## config.mk

```make
export PLATFORM = sky130hd
export DESIGN_NAME = rv_regs_ctrl
export DESIGN_NICKNAME = d
export VERILOG_FILES = /design/src/rtl/rv_regs_ctrl_pkg.sv /design/src/rtl/rv_regs_ctrl.sv
export SDC_FILE = /design/constraint.sdc
export NUM_CORES = 1
export LEC_CHECK = 0
export ABC_AREA = 1
export CAP_MARGIN = 20
export CORE_MARGIN = 8
export CORE_UTILIZATION = 23
export DETAILED_ROUTE_END_ITERATION = 6
export RECOVER_POWER = 50
export SYNTH_ARGS = -nofsm -noshare
export SYNTH_HDL_FRONTEND = slang
export SYNTH_SLANG_ARGS = --single-unit
```

## constraint.sdc

```tcl
create_clock -name i_clk -period 1.7 [get_ports i_clk]
set_clock_uncertainty 0.15 [all_clocks]
set_input_delay 0.255 -clock i_clk [delete_from_list [all_inputs] [get_ports i_clk]]
set_output_delay 0.255 -clock i_clk [all_outputs]
set_load 0.005 [all_outputs]
```

## src/rtl/rv_regs_ctrl_pkg.sv

```systemverilog
// Shared types and constants for the register-file sequencing controller.
package rv_regs_ctrl_pkg;

    typedef enum logic [1:0] {
        CLEAR  = 2'd0,
        IDLE   = 2'd1,
        DBG_RD = 2'd2,
        DBG_WR = 2'd3
    } regs_ctrl_state_t;

    localparam logic [4:0] REG_ZERO = 5'd0;
    localparam logic [4:0] REG_LAST = 5'd31;

endpackage

```

## src/rtl/rv_regs_ctrl.sv

```systemverilog
// Sequencing and arbitration controller in front of the rv_regs register file.
// Clears x1..x31 after reset, then passes core traffic through while sharing
// the write port and the rs1 read port with a debug requester.
module rv_regs_ctrl
    import rv_regs_ctrl_pkg::*;
#(
    parameter int CLEAR_ON_RESET = 1,
    parameter int STARVE_LIM     = 4
) (
    input  logic        i_clk,
    input  logic        i_reset,

    input  logic [4:0]  i_core_rs1,
    input  logic [4:0]  i_core_rs2,
    input  logic [4:0]  i_core_rd,
    input  logic        i_core_write,
    input  logic [31:0] i_core_data,
    output logic        o_core_stall,

    input  logic        i_dbg_req,
    input  logic        i_dbg_we,
    input  logic [4:0]  i_dbg_addr,
    input  logic [31:0] i_dbg_wdata,
    output logic        o_dbg_ack,
    output logic [31:0] o_dbg_rdata,

    output logic [4:0]  o_rf_rs1,
    output logic [4:0]  o_rf_rs2,
    output logic [4:0]  o_rf_rd,
    output logic        o_rf_write,
    output logic [31:0] o_rf_data,
    input  logic [31:0] i_rf_data1,

    output logic        o_ready
);

    localparam int StarveW = (STARVE_LIM < 1) ? 1 : $clog2(STARVE_LIM + 1);
    localparam logic [StarveW-1:0] StarveMax = StarveW'(STARVE_LIM);
    localparam regs_ctrl_state_t ResetState = (CLEAR_ON_RESET != 0) ? CLEAR : IDLE;
    localparam logic ResetReady = (CLEAR_ON_RESET == 0);

    regs_ctrl_state_t    state_q, state_d;
    logic [4:0]          clrCnt_q, clrCnt_d;
    logic [StarveW-1:0]  starveCnt_q, starveCnt_d;
    logic                ready_q, ready_d;
    logic [31:0]         dbgRdata_q, dbgRdata_d;

    // Next-state logic and register-file port steering; the core is the default owner of every port.
    always_comb begin
        state_d      = state_q;
        clrCnt_d     = clrCnt_q;
        starveCnt_d  = starveCnt_q;
        ready_d      = ready_q;
        dbgRdata_d   = dbgRdata_q;

        o_rf_rs1     = i_core_rs1;
        o_rf_rs2     = i_core_rs2;
        o_rf_rd      = i_core_rd;
        o_rf_data    = i_core_data;
        o_rf_write   = i_core_write && (i_core_rd != REG_ZERO);
        o_core_stall = 1'b0;

        case (state_q)
            CLEAR: begin
                o_rf_write   = 1'b1;
                o_rf_rd      = clrCnt_q;
                o_rf_data    = '0;
                o_core_stall = 1'b1;
                clrCnt_d     = clrCnt_q + 5'd1;
                if (clrCnt_q == REG_LAST) begin
                    state_d = IDLE;
                    ready_d = 1'b1;
                end
            end
            IDLE: begin
                if (i_dbg_req && !i_dbg_we) begin
                    // The core is stalled in this cycle, so its write is
                    // held back too; it will be replayed with the rs1 lookup.
                    o_rf_rs1     = i_dbg_addr;
                    o_rf_write   = 1'b0;
                    o_core_stall = 1'b1;
                    state_d      = DBG_RD;
                end else if (i_dbg_req && i_dbg_we) begin
                    if (!i_core_write || (starveCnt_q >= StarveMax)) begin
                        o_rf_rd      = i_dbg_addr;
                        o_rf_data    = i_dbg_wdata;
                        o_rf_write   = (i_dbg_addr != REG_ZERO);
                        o_core_stall = i_core_write;
                        starveCnt_d  = '0;
                        state_d      = DBG_WR;
                    end else if (starveCnt_q != StarveMax) begin
                        starveCnt_d = starveCnt_q + StarveW'(1);
                    end
                end
            end
            DBG_RD: begin
                dbgRdata_d = i_rf_data1;
                state_d    = IDLE;
            end
            DBG_WR: begin
                state_d = IDLE;
            end
            default: begin
                state_d = ResetState;
            end
        endcase
    end

    // State and counter registers with synchronous reset.
    always_ff @(posedge i_clk) begin
        if (i_reset) begin
            state_q     <= ResetState;
            clrCnt_q    <= 5'd1;
            starveCnt_q <= '0;
            ready_q     <= ResetReady;
            dbgRdata_q  <= '0;
        end else begin
            state_q     <= state_d;
            clrCnt_q    <= clrCnt_d;
            starveCnt_q <= starveCnt_d;
            ready_q     <= ready_d;
            dbgRdata_q  <= dbgRdata_d;
        end
    end

    // The ack cycle is the state after acceptance; reset in that cycle cancels
    // it, and read data is forwarded straight from the register file so it is
    // valid together with ack.
    assign o_dbg_ack   = ((state_q == DBG_RD) || (state_q == DBG_WR)) && !i_reset;
    assign o_dbg_rdata = ((state_q == DBG_RD) && !i_reset) ? i_rf_data1 : dbgRdata_q;
    assign o_ready     = ready_q;

endmodule
```

Word-level counts from Yosys, hierarchy flattened
Index checks and enable logic that the tools add are counted.
{ "word_totals": {"regBits": 43, "output_inout_bits": 83, "word_cells": 61} }
{ "op_classes": {"n_reduce_logical": 18, "n_eq_ne": 8, "magnitude_cmp": 1, "muxes": 26, "bitwise_logic": 1, "add_sub_neg": 2} }
{ "ops": {"columns": ["cell", "n"], "rows": [
  ["two-way mux 32 bit", 4],
  ["case mux 32 bit (2 select lines)", 1],
  ["two-way mux 5 bit", 5],
  ["case mux 5 bit (2 select lines)", 1],
  ["nonzero test 5 bit", 2],
  ["inequality test 3 bit (second input constant)", 3],
  ["two-way mux 2 bit", 4],
  ["two-way mux 1 bit", 6],
  ["two-way mux 3 bit", 2],
  ["case mux 2 bit (3 select lines)", 1],
  ["adder 5 x 1 -> 5 bit (second input constant)", 1],
  ["== test 5 bit (second input constant)", 1],
  ["logical AND 1 bit", 5],
  ["== test 2 bit (second input constant)", 2],
  ["case mux 1 bit (2 select lines)", 2],
  ["AND reduction 4 bit", 1],
  ["adder 3 x 1 -> 3 bit (second input constant)", 1],
  [">= comparator 3 bit (second input constant)", 1],
  ["logical NOT 1 bit", 3],
  ["AND reduction 3 bit", 1],
  ["== test 2 x 1 -> 1 bit (second input constant)", 1],
  ["logical NOT 2 bit", 1],
  ["logical OR 1 bit", 2],
  ["inequality test 2 bit (second input constant)", 1],
  ["4 further kinds", 4]
]} }

Depth between registers and ports, before layout
{ "logic_depth": {"word_depth": 6, "depth_mapped": 8, "mapped_depth_nobuf": 7} }

Worst setup path after synthesis
No wires, ideal clock.
{ "synth_path": {"path_kind": "register to output", "from": "register state_q[0]", "to": "output o_rf_data[14]", "arrival_time_ns": 1.065, "t_required_ns": 1.295, "slack_ns": 0.230, "stages_incl_launch_ff": 8, "path_buffers": 1, "cell_sequence": "dfxtp_1 -> inv_2 -> nor2_4 -> inv_2 -> nor2_4 -> buf_6 -> nand2_1 -> o21ai_0"} }
{ "synth_via": {"elab_chain_len": 2, "elab_cells_between_ends": 3, "classes_between": "eq/ne: 1; mux: 1; reduce/logical: 1"} }
{ "synth_rtl": {"columns": ["element", "line", "text"], "rows": [
  ["from (decl)", "rv_regs_ctrl.sv:42", "regs_ctrl_state_t state_q, state_d;"],
  ["from (signal assigned)", "rv_regs_ctrl.sv:112", "state_q <= ResetState;"],
  ["from (signal assigned)", "rv_regs_ctrl.sv:118", "state_q <= state_d;"],
  ["== test 2 x 1 -> 1 bit / logical NOT 2 bit (equally long branches)", "rv_regs_ctrl.sv:63", "case (state_q)"],
  ["case mux 32 bit (2 select lines) *", "rv_regs_ctrl.sv:63", null],
  ["to (decl)", "rv_regs_ctrl.sv:31", "output logic [31:0] o_rf_data,"]
]} }
Mark *: on every way between the ends. The rest lies on a longest branch, timed or not.

Worst setup path in the final report
{ "layout_path": {"from": "register state_q[1]", "to": "output o_rf_rs1[1]"} }
{ "layout_via": {"elab_chain_len": 2} }
{ "layout_rtl": {"columns": ["element", "line", "text"], "rows": [
  ["== test 2 x 1 -> 1 bit", "rv_regs_ctrl.sv:63", null],
  ["two-way mux 5 bit", "rv_regs_ctrl.sv:63", null],
  ["to (decl)", "rv_regs_ctrl.sv:27", "output logic [4:0] o_rf_rs1,"]
]} }
No other way between the ends.

==> metrics.md <==
| Metric | Value |
|---|---|
| First-pass GRT wire length | 19.6 mm |
| Boundary Pins | 204 |
| FMAX | 491 MHz |
| Gr usage total | 16.2% |
| Antenna Nets Post-Route | 0 |
| Count leader, synth | o21ai_0 |
| Core area | 11400 µm² |
| CTS Buffer Depth | 2 |
| Relative slew margins | 86.7% |
| Ratio of final minimum period to clock period | 120% |
| Pre-CTS setup slack | -783 ps |
| Initial antenna violation count | 1 |
| Worst setup path start | state_q[1] |
| R2r startpoint | state_q[1] |
| Vias in the first global route | 3821 |
| Syn Area/Cell | 6.26 µm² |
| 1st-iter DRT viols | 108 |
| Power per standard cell area | 442 nW/µm² |
| MaxCap Viol Count | 0 |
| Largest net degree at the start of global routing | 33 |
| Final worst setup slack | -337 ps |
| HPWL after detailed placement | 9.48 mm |
| Max Transition Viols Final | 0 |
| Wire per inst | 15.6 µm |
| Min cycle time layout | 2040 ps |
| CP startpoint kind | flip-flop |
| Skew-Pair Late Insertion Delay | 280 ps |
| Outcome | complete, but fails checks |
| Clk sinks | 43 |
| Hold WC Path Type | in2reg |
| Cell area after synthesis | 2670 µm² |
| Ys async rst share | 0% |
| Leakage power | 2.79 nW |
| Die area | 15300 µm² |
| WS Path Type | reg2out |
| Synth area leaders | dfxtp_1 32%, o21ai_0 20%, nand2_1 14%, inv_1 10%, nor2_1 4.4% |
| DRC | 0 |
| Slew @ Worst Pin | 200 ps |
| Flop2flop setup slack | 100 ps |
| Syn Inst Count | 427 |
| Routability Congestion | 0.859 |
| Initial DRT Pass Iterations | 4 |
| Non-filler instance count after layout | 831 |
| Post-Route WL | 13.0 mm |
| Reg2Reg Depth | 10 |
| Failing checks | setup timing |
| Buffers on Ports | 193 |
| Chip width | 124 µm |
| Final setup violation count | 75 |
| Max FO, Critical Path | 4 |
| WP data required | 1290 ps |
| Syn Nets | 552 |
| CTS Hold Bufs | 0 |
| Starting Density | 23.5% |
| CTS buffer count | 5 |
| Rows | 39 |
| Reg clk slew, reported paths | 60 ps |
| Cell total after placement | 776 |
| Die Height | 124 µm |
| Layout Nets | 813 |
| Unrepaired setup endpoints after global routing | true |
| H-tree Lvls | 2 |
| Area Overhead vs Synth | 118% |
| Reg-to-reg endpoint | starveCnt_q[2] |
| Critical Path End | o_rf_rs1[1] |
| Vias post-DR | 3769 |
| DR vias/cell | 4.54 |
| Post-synth top flop | dfxtp_1 |
| N_diodes | 0 |
| Worst hold slack | 257 ps |
| Setup TNS Final | -17440 ps |
| CTS tree | yes |
| Crit. End Element | primary output |
| Fraction of layout cells with a size suffix above 1 | 41.7% |
| Count of different cell masters after synthesis | 26 |
| Yosys warns | 0 |
| Top post-synthesis cells by count | 106 x o21ai_0, 100 x nand2_1, 71 x inv_1, 43 x dfxtp_1, 31 x nor2_1 |
| Root Buffer | clkbuf_16 |
| Number of synthesized register bits | 43 |
| Grt ovf | 0 |
| Biggest area consumer among synthesized cells | dfxtp_1 |
| EDFF count, synth | 0 |
| Hold Vio Cnt, Final | 0 |
| Post-synth top area share | 32.2% |
| Sequential fraction of the synthesis area | 32.2% |
| Arrival time worst endpoint | 1630 ps |
| Max rail drop VDD | 517 µV |
==> worst min path at each step <==
stage | from | endpoint | depth (start not counted)
after global placement | dbgRdata_q[31] | dbgRdata_q[31] | 2
final | i_dbg_we | state_q[1] | 3
after CTS | i_dbg_we | state_q[1] | 3
after floorplan | i_dbg_we | state_q[1] | 1
after detailed placement | dbgRdata_q[12] | dbgRdata_q[12] | 2
after global routing | i_dbg_we | state_q[1] | 3
==> layout make-up <==
| cell class | count | area (µm²) |
|---|---|---|
| Clock inverter | 2 | 37.5 |
| Sequential cell | 43 | 865 |
| Fill cell | 1106 | 5540 |
| Clock buffer | 5 | 125 |
| Multi-Input combinational cell | 286 | 1800 |
| Timing Repair Buffer | 279 | 2550 |
| Inverter | 73 | 284 |
| Tap cell | 143 | 179 |
==> metrics by stage <==
stage | cell area (µm²) | total power (W) | util, %
2_1_floorplan | 2670 | 0.00115 | -
6_report | 5830 | 0.00258 | 51.3
4_1_cts | 5560 | 0.00260 | 48.9
5_1_grt | 5830 | 0.00270 | 51.3
3_5_place_dp | 4960 | 0.00151 | 43.6
3_3_place_gp | 4960 | 0.00150 | 43.6
==> power breakdown <==
part / internal, W / total (W) / leakage [nW] / switching (W)
clock: 0.000684 / 0.00106 / 0.0759 / 0.000381
combinational: 0.000311 / 0.000487 / 2.36 / 0.000176
sequential: 0.00102 / 0.00103 / 0.349 / 0.00000975
total: 0.00201 / 0.00258 / 2.79 / 0.000567
==> cells by family after synthesis <==
kind of cell / after synthesis / share of synthesized area (%)
AND/OR/NAND/NOR: 148 / 22.6
AO/OA/AOI/OAI: 133 / 26.8
buffers and inverters: 98 / 16.1
flip-flops: 43 / 32.2
adder cells (fa/ha/maj): 4 / 1.87
XOR/XNOR: 1 / 0.328
==> state kept, by name, indices dropped and copies added, names as in the netlist <==
signal and cells:
clrCnt_q 5, dbgRdata_q 32, o_ready 1, starveCnt_q 3
state_q 2
==> cells in the final DEF, fill, tap and decap left out, types with 4 or more instances in the layout <==
| master | synthesis | routed |
|---|---|---|
| clkbuf_16 | 0 | 5 |
| nand2_4 | 0 | 23 |
| nand2_1 | 100 | 42 |
| buf_8 | 0 | 4 |
| o21ai_0 | 106 | 39 |
| nor2_4 | 4 | 4 |
| a21oi_1 | 13 | 9 |
| nor2_1 | 31 | 28 |
| dlygate4sd2_1 | 0 | 4 |
| nor3_1 | 4 | 4 |
| a21oi_2 | 0 | 4 |
| buf_16 | 0 | 5 |
| nand3_1 | 7 | 7 |
| inv_1 | 71 | 66 |
| dfxtp_1 | 43 | 40 |
| buf_12 | 0 | 12 |
| buf_2 | 10 | 76 |
| o21ai_1 | 0 | 38 |
| buf_6 | 3 | 22 |
| o21ai_2 | 7 | 35 |
| buf_4 | 6 | 42 |
| clkdlybuf4s50_1 | 0 | 112 |
| ha_1 | 4 | 4 |
| nand2_2 | 0 | 35 |
| inv_4 | 0 | 4 |
==> what timing repair did <==
item | 4_1_cts | 5_1_grt
gates resized for setup | 434 | 135
buffers inserted | 27 | 20
endpoints found under the setup margin | 77 | 77
pin swaps | 12 | 15
gates cloned | 9 | 0
==> critical path, stage by stage (launching register included) <==
cell and delay [ps]:
dfxtp_2 320, buf_6 120, nor2_4 160, inv_4 60, buf_6 120, nor2_4 150, buf_6 140, buf_6 90
nand2_2 40, nand2_2 50, buf_2 110
==> metal layers <==
layer	up-vias	GRT usage, %	wire (µm)
li1	1876	-	-
met2	171	29.4	6390
met1	1702	16.5	4790
met4	2	5.64	229
met5	-	0	8
met3	18	6.30	1550
Power figures use the tool's default switching activity.
